**config.mk**
```make
export PLATFORM = sky130hd
export DESIGN_NAME = uart_rx_buffer
export DESIGN_NICKNAME = d
export VERILOG_FILES = /design/src/rtl/uart_pkg.sv /design/src/rtl/uart_fifo.sv /design/src/rtl/uart_rx_buffer.sv
export SDC_FILE = /design/constraint.sdc
export NUM_CORES = 1
export LEC_CHECK = 0
export BUFFER_PORTS_ARGS = -buffer_cell sky130_fd_sc_hd__buf_2
export CAP_MARGIN = 20
export CORE_MARGIN = 2
export CORE_UTILIZATION = 40
export DETAILED_ROUTE_END_ITERATION = 10
export PLACE_DENSITY_LB_ADDON = 0.3
export SLEW_MARGIN = 40
export SYNTH_ARGS = -nofsm -noshare
export SYNTH_HDL_FRONTEND = slang
export SYNTH_SLANG_ARGS = --single-unit
```
**constraint.sdc**
```tcl
create_clock -name clk -period 2.7 [get_ports clk]
set_input_delay 0.27 -clock clk [delete_from_list [all_inputs] [get_ports clk]]
set_output_delay 0.27 -clock clk [all_outputs]
set_load 0.01 [all_outputs]
```
**src/rtl/uart_pkg.sv**
```systemverilog
// Shared types and defaults for the UART receive buffer.
package uart_pkg;

   localparam int UART_DATA_W = 8;

   typedef enum logic [0:0] {
      CAP_IDLE  = 1'b0,
      CAP_CLEAR = 1'b1
   } cap_state_e;

endpackage

```
**src/rtl/uart_fifo.sv**
```systemverilog
// Synchronous first-word-fall-through FIFO; pointers wrap naturally (DEPTH is a power of two).
module uart_fifo #(
   parameter int DEPTH  = 8,
   parameter int DATA_W = 8
) (
   input  logic                     clk,
   input  logic                     rst,
   input  logic                     push_i,
   input  logic [DATA_W-1:0]        wdata_i,
   input  logic                     pop_i,
   output logic [DATA_W-1:0]        rdata_o,
   output logic [$clog2(DEPTH):0]   count_o,
   output logic                     full_o,
   output logic                     empty_o
);

   localparam int AW = $clog2(DEPTH);
   localparam int CW = AW + 1;
   localparam logic [CW-1:0] FULL_CNT = CW'(DEPTH);

   logic [DATA_W-1:0] mem_q [DEPTH];
   logic [AW-1:0]     wr_q, wr_d, rd_q, rd_d;
   logic [CW-1:0]     cnt_q, cnt_d;
   logic              pop_eff, push_eff;

   assign empty_o = (cnt_q == '0);
   assign full_o  = (cnt_q == FULL_CNT);
   assign count_o = cnt_q;
   assign rdata_o = empty_o ? '0 : mem_q[rd_q];

   // A push into a full FIFO is legal only when the head leaves on the same edge.
   assign pop_eff  = pop_i & ~empty_o;
   assign push_eff = push_i & (~full_o | pop_eff);

   always_comb begin
      wr_d  = push_eff ? AW'(wr_q + 1'b1) : wr_q;
      rd_d  = pop_eff  ? AW'(rd_q + 1'b1) : rd_q;
      cnt_d = cnt_q;
      case ({push_eff, pop_eff})
         2'b10:   cnt_d = cnt_q + 1'b1;
         2'b01:   cnt_d = cnt_q - 1'b1;
         default: cnt_d = cnt_q;
      endcase
   end

   always_ff @(posedge clk or posedge rst) begin
      if (rst) begin
         wr_q  <= '0;
         rd_q  <= '0;
         cnt_q <= '0;
      end else begin
         wr_q  <= wr_d;
         rd_q  <= rd_d;
         cnt_q <= cnt_d;
      end
   end

   always_ff @(posedge clk) begin
      if (push_eff) mem_q[wr_q] <= wdata_i;
   end

endmodule

```
**src/rtl/uart_rx_buffer.sv**
```systemverilog
// Captures receiver words on RXNE, handshakes the clear, buffers them in a FIFO and
// counts drops and overruns.
module uart_rx_buffer
   import uart_pkg::*;
#(
   parameter int DEPTH  = 8,
   parameter int DATA_W = UART_DATA_W
) (
   input  logic                     clk,
   input  logic                     rst,
   input  logic [DATA_W-1:0]        in_word,
   input  logic                     in_RXNE,
   output logic                     out_RXNE_clear,
   input  logic                     in_Rx_ORE,
   output logic [DATA_W-1:0]        out_data,
   output logic                     out_valid,
   input  logic                     in_ready,
   output logic [$clog2(DEPTH):0]   out_count,
   output logic                     out_full,
   output logic                     out_empty,
   output logic [7:0]               out_drop_cnt,
   output logic [7:0]               out_ore_cnt
);

   cap_state_e state_q, state_d;
   logic       capture, pop, push_ok;
   logic [7:0] drop_q, drop_d, ore_cnt_q, ore_cnt_d;
   logic       ore_q;

   assign capture   = (state_q == CAP_IDLE) & in_RXNE;
   assign out_valid = ~out_empty;
   assign pop       = out_valid & in_ready;
   assign push_ok   = capture & (~out_full | pop);

   // Clear is a decoded register bit: high for the whole CLEAR state only.
   assign out_RXNE_clear = (state_q == CAP_CLEAR);
   assign out_drop_cnt   = drop_q;
   assign out_ore_cnt    = ore_cnt_q;

   always_comb begin
      state_d = state_q;
      case (state_q)
         CAP_IDLE:  if (in_RXNE)  state_d = CAP_CLEAR;
         CAP_CLEAR: if (!in_RXNE) state_d = CAP_IDLE;
         default:   state_d = CAP_IDLE;
      endcase
   end

   always_comb begin
      drop_d = drop_q;
      if (capture && !push_ok && drop_q != 8'hFF) drop_d = drop_q + 8'd1;
      ore_cnt_d = ore_cnt_q;
      if (in_Rx_ORE && !ore_q && ore_cnt_q != 8'hFF) ore_cnt_d = ore_cnt_q + 8'd1;
   end

   always_ff @(posedge clk or posedge rst) begin
      if (rst) begin
         state_q   <= CAP_IDLE;
         drop_q    <= '0;
         ore_cnt_q <= '0;
         ore_q     <= 1'b0;
      end else begin
         state_q   <= state_d;
         drop_q    <= drop_d;
         ore_cnt_q <= ore_cnt_d;
         ore_q     <= in_Rx_ORE;
      end
   end

   uart_fifo #(
      .DEPTH  (DEPTH),
      .DATA_W (DATA_W)
   ) u_fifo (
      .clk     (clk),
      .rst     (rst),
      .push_i  (push_ok),
      .wdata_i (in_word),
      .pop_i   (pop),
      .rdata_o (out_data),
      .count_o (out_count),
      .full_o  (out_full),
      .empty_o (out_empty)
   );

endmodule

```
Word-level counts from Yosys, hierarchy flattened
Memory sizes are Yosys's and may differ from the RTL's.
Index checks and enable logic that the tools add are counted.

word-level totals
  register bits = 28
  memory bits (writable) = 64
  bits of input ports = 13
  output and inout bits = 32
  memories = 1

memory list
  memory        depth  width  read ports  clocked after Yosys merged registers in  write ports  line             source
  u_fifo.mem_q  8      8      1           0                                        1            uart_fifo.sv:21  logic [DATA_W-1:0] mem_q [DEPTH];

cells by class
  $add $sub $neg = 6
  equal/unequal tests = 5
  multiplexer cells = 5
  bitwise gates (word level) = 10
  reduce and logical (&&, ||, !) cells = 8

operators with widths
  operator             count
  $add 8x1->8 const B  2
  $ne 8x8->1 const B   2
  $mux 8               1
  $pmux 4 s2           1
  $add 3x1->3 const B  2
  $and 1x1->1          5
  $add 4x1->4 const B  1
  $eq 4x4->1 const B   1
  $logic_and 1x1->1    4
  $logic_not 4->1      1
  $sub 4x1->4 const B  1
  $mux 1               3
  $not 1->1            3
  $eq 2x1->1 const B   1
  $eq 2x2->1 const B   1
  $logic_not 1->1      2
  $or 1x1->1           2
  $reduce_bool 2->1    1

Depth between registers and ports, before layout
Gate-level depths: netlist (run 1).

  depth after elaboration = 8
  depth in mapped cells = 11

Hierarchy
Synthesis (run 1) repeated with hierarchy kept, for this count alone.

unflattened totals
  cells, all modules = 269
  area, all modules = 4036.4 um^2

by module, submodules not included
  module          instances  cells an instance  area an instance (um^2)  seq. area each (um^2)
  uart_fifo       1          187                3118.0                   2172.1
  uart_rx_buffer  1          82                 918.4                    450.4

Worst setup path after synthesis (run 1)
No wires, ideal clock.

  kind = flip-flop to flip-flop
  start point = register u_fifo.cnt_q[1] (netlist: u_fifo.count_o[1])
  end point = register u_fifo.cnt_q[2] (netlist: u_fifo.count_o[2])
  library setup time = 0.134 ns
  arrival time = 2.371 ns
  path slack = 0.194 ns
  cell stages (with the launch flop) = 12
  clock period less this slack = 2.506 ns
  path through = dfrtp_1 > buf_6 > or4_4 > inv_2 > nor2_2 > ha_1 > xor2_1 > ha_1 > a21oi_1 > xor2_1 > nor2_1 > xor2_1

between the ends
  longest elaborated chain between the ends = 8
  elaborated cells on any way between the ends = 16
  those cells by class = add/sub: 2; eq/ne: 3; mux: 1; bitwise: 8; reduce/logical: 2

ends and longest elaborated chain
  what                                                    line                  source
  start: declaration                                      uart_fifo.sv:23       logic [CW-1:0] cnt_q, cnt_d;
  start signal: assignment                                uart_fifo.sv:54       cnt_q <= cnt_d;
  $logic_not 4->1 *                                       uart_fifo.sv:26       assign empty_o = (cnt_q == '0);
  $not 1->1 *                                             uart_rx_buffer.sv:31  assign out_valid = ~out_empty;
  net out_valid                                           uart_rx_buffer.sv:16  output logic out_valid,
  $and 1x1->1                                             uart_rx_buffer.sv:32  assign pop = out_valid & in_ready;
  $and 1x1->1 *                                           uart_fifo.sv:32       assign pop_eff = pop_i & ~empty_o;
  net u_fifo.pop_eff                                      uart_fifo.sv:24       logic pop_eff, push_eff;
  $or 1x1->1                                              uart_fifo.sv:33       assign push_eff = push_i & (~full_o | pop_eff);
  $and 1x1->1                                             uart_fifo.sv:33
  $eq 2x1->1 / $eq 2x2->1 (equally long branches)         uart_fifo.sv:39       case ({push_eff, pop_eff})
  $pmux 4 s2 / $reduce_bool 2->1 (equally long branches)  n/a

Mark *: on every way through the listed nets, which the timed path passes. The rest lies on a longest branch.
A chain may end at the register's enable or synchronous reset.

Worst setup path after layout (run 1)
  start point = register u_fifo.cnt_q[1] (netlist: u_fifo.count_o[1])
  end point = register u_fifo.cnt_q[2] (netlist: u_fifo.count_o[2])

between the ends
  longest elaborated chain between the ends = 8
  elaborated cells on any way between the ends = 16
  those cells by class = add/sub: 2; eq/ne: 3; mux: 1; bitwise: 8; reduce/logical: 2

ends and longest elaborated chain
  what                                                    line
  $logic_not 4->1 *                                       uart_fifo.sv:26
  $not 1->1 *                                             uart_fifo.sv:32, uart_rx_buffer.sv:31
  $and 1x1->1                                             uart_rx_buffer.sv:32
  $and 1x1->1 *                                           uart_fifo.sv:32
  net u_fifo.pop_eff                                      uart_fifo.sv:24
  $or 1x1->1                                              uart_fifo.sv:33
  $and 1x1->1                                             uart_fifo.sv:33
  $eq 2x1->1 / $eq 2x2->1 (equally long branches)         uart_fifo.sv:39
  $pmux 4 s2 / $reduce_bool 2->1 (equally long branches)  n/a

Marks and branches as above.

==> out/results.txt, run 1 <==
Crit path top cell by count = xor2_1
Tightest Pin Transition = 0.7899 ns
worst path required time = 2.93 ns
TritonCTS Sinks = 92
1st-iter DRT viols = 79
reg-to-reg critical path startpoint = u_fifo.count_o[1]
initial antenna violation count = 0
syn nets = 257
num rows = 36
Setup crit start kind = register
Gate Count Post-Synth = 237
Via Count = 2143
H-tree Lvls = 3
number of global-route vias before repair = 2191
end of the worst hold path = ore_q
HP Class = input pin to register
setup TNS = 0 ns
Yosys Warn Count = 0
largest cells by area after synthesis = edfxtp_1 (49%), dfrtp_1 (18%), mux4_2 (9.2%)
final hold viol count = 0
Post-synth EDFFs = 64
die area = 0.01063 mm^2
FF/Latch Area = 0.002623 mm^2
Mapped Area = 0.003928 mm^2
drt wl/cell = 15.74 um
Max Cap Violations = 0
FF+latch count, synth = 92
WP data arrival = 2.62 ns
final instance area = 0.004608 mm^2
gr usage total = 14.58%
Hold Path Stages = 1
Pins Over Slew Limit = 0
Max rail drop VDD = 411.5 uV
min-delay src = in_Rx_ORE
clk_lat worst skew = 0.35 ns
Slowest cell on crit path = or4_4
RSZ-0062 raised after global routing = false
routed vias/inst = 4.859
area leader, netlist = edfxtp_1
Area Growth Syn to Fin = 17.33%
FMAX = 417.3 MHz
delay-heaviest family, CP = simple AND/OR/NAND/NOR gates
core region area = 0.009639 mm^2
# Post-CTS Setup Buffers = 0
buffers and inverters on the worst path = 1
Worst setup EP type = register
Routed Antenna Nets = 0
Max Fanout on Critical Path = 9
largest net degree at the start of global routing = 29
Multi-input gate area = 0.001250 mm^2
TritonCTS clock tree = done
width of the die = 103.1 um
clk_skew = 0.008033 ns
fraction of the cycle the final worst path needs = 88.74%
total CTS buffers = 9
Netlist cell types = 36
Main synth FF type = edfxtp_1
Initial Util = 40.75%
IO Port Bufs = 44
CTS Hold Buffers Added = 1
Synth top area share = 48.93%
Die Ht = 103.1 um
residual DRC count = 0
Tot Pwr = 0.004164 W
clk slew on worst S/H paths = 0.08 ns
headroom to the max-slew limit = 47.34%
Setup violations, final = 0
layout cell share with drive strength beyond 1 = 33.77%
CTS Buffer Depth = 2
Final min period = 2.396 ns
Routed WL = 6940 um
total grt overflow = 0
nets@finish = 323
reg-to-reg slack, setup = 0.30 ns
Worst R2R End = u_fifo.count_o[2]
I/O pin cnt = 45
Diodes inserted = 0
RePlAce Congestion = 0.8240
CP max stage delay = 0.56 ns
hpwl dp = 4704 um
worst-case reg-to-reg path depth = 10
# resized after CTS = 0
syn avg cell area = 16.57 um^2
WS Path Type = register to register
status = finished, final reports clean
final core utilization = 47.81%
Critical Path, Cell by Cell = or4_4, inv_2, nor2_2, ha_1, xor2_1, ha_1, a21oi_1, xor2_1, nor2_1, xor2_1
pwr dens = 903.6 mW/mm^2
DP Area = 0.004402 mm^2
ys async rst share = 30.43%
Fill cells = 886
clock root cell = clkbuf_8
Pleak = 1.812 nW
register area share after synthesis = 66.77%
drt first pass iters = 4
first-pass GRT wire length = 11150 um
-- layout make-up --
class	count	area share [%]
Clock inverter	4	1.113
Clock buffer	12	3.150
Sequential cell	92	56.91
Multi-Input combinational cell	133	27.12
Tap cell	133	3.611
Timing Repair Buffer	61	7.602
Inverter	6	0.4887
-- cell families after synthesis --
group	synth area share (%)
flops	66.77
xor+xnor	3.791
fa+ha+maj	2.230
buf+inv	1.402
simple gates	8.984
compound gates	3.313
mux	13.51
-- worst register-to-register path, delay by kind of cell (launching register included) --
kind	cells	cell delay [ns]
adders and majority gates	2	0.43
and+or+nand+nor	3	0.68
DFF	1	0.49
AOI/OAI and AO/OA	1	0.14
xor gates and xnor gates	3	0.45
buffers and inverters	1	0.08
-- placed cells by master, fill, tap and decap left out, drive strengths merged, types with 2 or more instances in the layout --
| cell type | netlist | layout |
|---|---|---|
| a2111oi | 3 | 3 |
| a21oi | 4 | 4 |
| and3 | 5 | 5 |
| buf | 5 | 60 |
| clkbuf | 1 | 12 |
| clkinv | 0 | 3 |
| dfrtp | 28 | 28 |
| edfxtp | 64 | 64 |
| ha | 7 | 7 |
| inv | 6 | 6 |
| mux2 | 8 | 8 |
| mux2i | 8 | 8 |
| mux4 | 16 | 16 |
| nand2 | 16 | 16 |
| nand2b | 9 | 9 |
| nand3 | 4 | 4 |
| nand4 | 3 | 3 |
| nor2 | 20 | 20 |
| nor3 | 2 | 2 |
| nor3b | 2 | 2 |
| xnor2 | 9 | 9 |
| xor2 | 8 | 8 |
-- report_power, final --
part	internal, W	switching [W]	total, W
registers	0.00171	0.000272	0.00198
clock network	0.000454	0.000439	0.000893
logic	0.000689	0.000601	0.00129
total	0.00285	0.00131	0.00416
-- metrics by stage --
stage | worst slack, ns | hold WS, ns | instances
finish | 0.3039 | 0.04247 | 441
global route | 0.1491 | 0.01873 | 441
CTS | 0.2938 | 0.02339 | 441
detailed placement | 0.3148 | 0.3605 | 424
global placement | 0.3447 | 0.3555 | 424
floorplan | 0.1943 | 0.3014 | 237
-- worst max path at each step --
stage	start	endpoint	slack (ns)	cells after the start
floorplan	u_fifo.count_o[1]	u_fifo.count_o[2]	0.19	11
global placement	u_fifo.count_o[0]	u_fifo.count_o[2]	0.34	10
detailed placement	u_fifo.count_o[0]	u_fifo.count_o[2]	0.31	10
CTS	u_fifo.count_o[0]	u_fifo.count_o[2]	0.29	10
global route	u_fifo.count_o[0]	u_fifo.count_o[2]	0.15	10
finish	u_fifo.count_o[1]	u_fifo.count_o[2]	0.30	10
-- layer usage --
metal / up-vias / wire length, um / GRT usage, %
met5: - / 0 / 0
met4: 0 / 85 / 4.251
met1: 1066 / 3102 / 18.47
met3: 8 / 312 / 5.288
met2: 43 / 3440 / 23.73
li1: 1026 / - / -
-- registers in the layout (all words and copies together) (netlist names) --
register,count
out_drop_cnt,8
out_ore_cnt,8
out_RXNE_clear,1
u_fifo.mem_q,64
u_fifo.count_o,4
u_fifo.rd_q,3
ore_q,1
u_fifo.wr_q,3
-- Yosys cell counts (all sizes together), types with 4 or more instances --
library cell   n
edfxtp        64
mux4          16
xnor2          9
nand3          4
mux2           8
ha             7
dfrtp         28
nand2         16
nor2          20
nand2b         9
inv            6
and3           5
xor2           8
mux2i          8
a21oi          4
buf            5
No activity file was read; power rests on OpenSTA's default activity.
==> run 2: changes to the inputs <==
--- a/config.mk
+++ b/config.mk
@@ -7,6 +7,8 @@
 export LEC_CHECK = 0
 export BUFFER_PORTS_ARGS = -buffer_cell sky130_fd_sc_hd__buf_2
 export CAP_MARGIN = 20
+export CELL_PAD_IN_SITES_DETAIL_PLACEMENT = 2
+export CELL_PAD_IN_SITES_GLOBAL_PLACEMENT = 2
 export CORE_MARGIN = 2
 export CORE_UTILIZATION = 40
 export DETAILED_ROUTE_END_ITERATION = 10
==> run 2 against run 1 <==
Compared with the run above: cell area down 0.57%; sequential cell count unchanged; clock skew up 0.0055 ns; worst hold slack worse by 0.0041 ns; register-to-register slack worse by 0.12 ns; setup slack worse by 0.12 ns; critical endpoint unchanged; via count up 3.7%; utilization down 0.27 points.
==> out/results.txt, run 2 (synthesis gave the netlist of run 1 again) <==
routed vias/inst = 5.073
TritonCTS clock tree = done
Psw = 0.001419 W
setup TNS = 0 ns
Worst setup EP type = register
Critical Path, Cell by Cell = or4_4, inv_2, nor2_2, ha_1, xor2_1, ha_1, a21oi_1, xor2_1, nor2_1, xor2_1
Hold Path Stages = 1
initial antenna violation count = 0
worst path required time = 2.94 ns
RePlAce Congestion = 0.7415
Setup crit start kind = register
gr usage total = 17.76%
TritonCTS Sinks = 92
RSZ-0062 raised after global routing = false
core region area = 0.009639 mm^2
number of global-route vias before repair = 2363
IO Port Bufs = 44
reg-to-reg critical path startpoint = u_fifo.count_o[1]
final core utilization = 47.53%
Worst Setup Slack, final = 0.1825 ns
CTS Hold Buffers Added = 1
buffers and inverters on the worst path = 1
clk_lat worst skew = 0.35 ns
DP Area = 0.004379 mm^2
Most flops, register = u_fifo.mem_q
Max rail drop VDD = 300.8 uV
Max Cap Violations = 0
status = finished, final reports clean
pwr dens = 925.6 mW/mm^2
Initial Util = 40.75%
Die Ht = 103.1 um
Pins Over Slew Limit = 0
Final min period = 2.517 ns
Crit path top cell by count = xor2_1
fraction of the cycle the final worst path needs = 93.24%
Fill cells = 955
Max Fanout on Critical Path = 9
commonest non-fill, non-tap cell in the layout = edfxtp_1
Routed WL = 8771 um
drt first pass iters = 4
final instance area = 0.004582 mm^2
width of the die = 103.1 um
residual DRC count = 0
layout cell share with drive strength beyond 1 = 33.44%
WP data arrival = 2.76 ns
Slowest cell on crit path = or4_4
I/O pin cnt = 45
WS Path Type = register to register
# Post-CTS Setup Buffers = 0
Diodes inserted = 0
Tot Pwr = 0.004241 W
Pleak = 1.784 nW
hpwl dp = 6065 um
die area = 0.01063 mm^2
H-tree Lvls = 3
clock root cell = clkbuf_8
CTS Buffer Depth = 2
Worst R2R End = u_fifo.count_o[2]
largest net degree at the start of global routing = 29
sequential cell fraction of total power = 47.2%
CP max stage delay = 0.56 ns
clk slew on worst S/H paths = 0.10 ns
Area Growth Syn to Fin = 16.66%
min-delay src = in_Rx_ORE
# resized after CTS = 0
Routed Antenna Nets = 0
total CTS buffers = 9
FMAX = 397.2 MHz
Int Power = 0.002822 W
end of the worst hold path = ore_q
num rows = 36
most frequent cells in the layout = edfxtp_1 (64), buf_2 (44), dfrtp_1 (28)
delay-heaviest family, CP = simple AND/OR/NAND/NOR gates
total grt overflow = 0
DP Worst Slack = 0.1918 ns
Net Sw Frac = 33.47%
reg-to-reg slack, setup = 0.18 ns
nets@finish = 320
clk_skew = 0.01352 ns
1st-iter DRT viols = 104
Critical Path Source = u_fifo.count_o[1]
max reg flops = 64
first-pass GRT wire length = 13540 um
worst-case reg-to-reg path depth = 10
Setup violations, final = 0
headroom to the max-slew limit = 48.52%
combinational share of power = 31.1%
final hold viol count = 0
Tightest Pin Transition = 0.7722 ns
HP Class = input pin to register
Clk network pwr share = 21.6%
Via Count = 2222
drt wl/cell = 20.03 um
-- run 2: worst register-to-register path, cell delays in order, from the launching register on --
cell and delay (ns):
dfrtp_1 0.50, or4_4 0.57, inv_2 0.10, nor2_2 0.07, ha_1 0.26, xor2_1 0.17
ha_1 0.19, a21oi_1 0.16, xor2_1 0.18, nor2_1 0.07, xor2_1 0.14
-- run 2: how the worst max path moves through the flow --
stage          cells after the start                 to  slack (ns)
2_1_floorplan                     11  u_fifo.count_o[2]        0.19
3_3_place_gp                      10  u_fifo.count_o[2]        0.31
3_5_place_dp                      10  u_fifo.count_o[2]        0.19
4_1_cts                           10  u_fifo.count_o[2]        0.17
5_1_grt                           10  u_fifo.count_o[2]        0.04
6_report                          10  u_fifo.count_o[2]        0.18
-- run 2: metrics by stage --
step	hold WS, ns	instances
after floorplan	0.3014	237
after global routing	0.02404	438
after CTS	0.02386	438
after global placement	0.3659	421
final	0.03839	438
after detailed placement	0.3788	421
-- run 2: cell type report --
class	instances	area [um^2]	share of cell area, %
flip-flops and latches	92	2623	57.24
multi-input cells	133	1250	27.28
repair buffers	58	327.8	7.155
well taps	133	166.4	3.632
clock buffers	11	131.4	2.867
clock inverters	5	61.31	1.338
inverters	6	22.52	0.4915
-- run 2: power groups by stage --
stage          combinational [W]  sequential (W)  clock [W]
3_5_place_dp             0.00135         0.00203          0
6_report                 0.00132         0.00200   0.000917
2_1_floorplan           0.000961         0.00192          0
3_3_place_gp             0.00129         0.00201          0
4_1_cts                  0.00136         0.00201   0.000956
5_1_grt                  0.00147         0.00205    0.00101
-- run 2: per-layer routing --
layer  track usage (%)  vias to the layer above  wire [um]
li1                  -                     1012          -
met1             24.42                     1158       3851
met2             28.72                       42       4521
met3             3.254                       10        275
met4             5.870                        0        123
met5                 0                        -          0
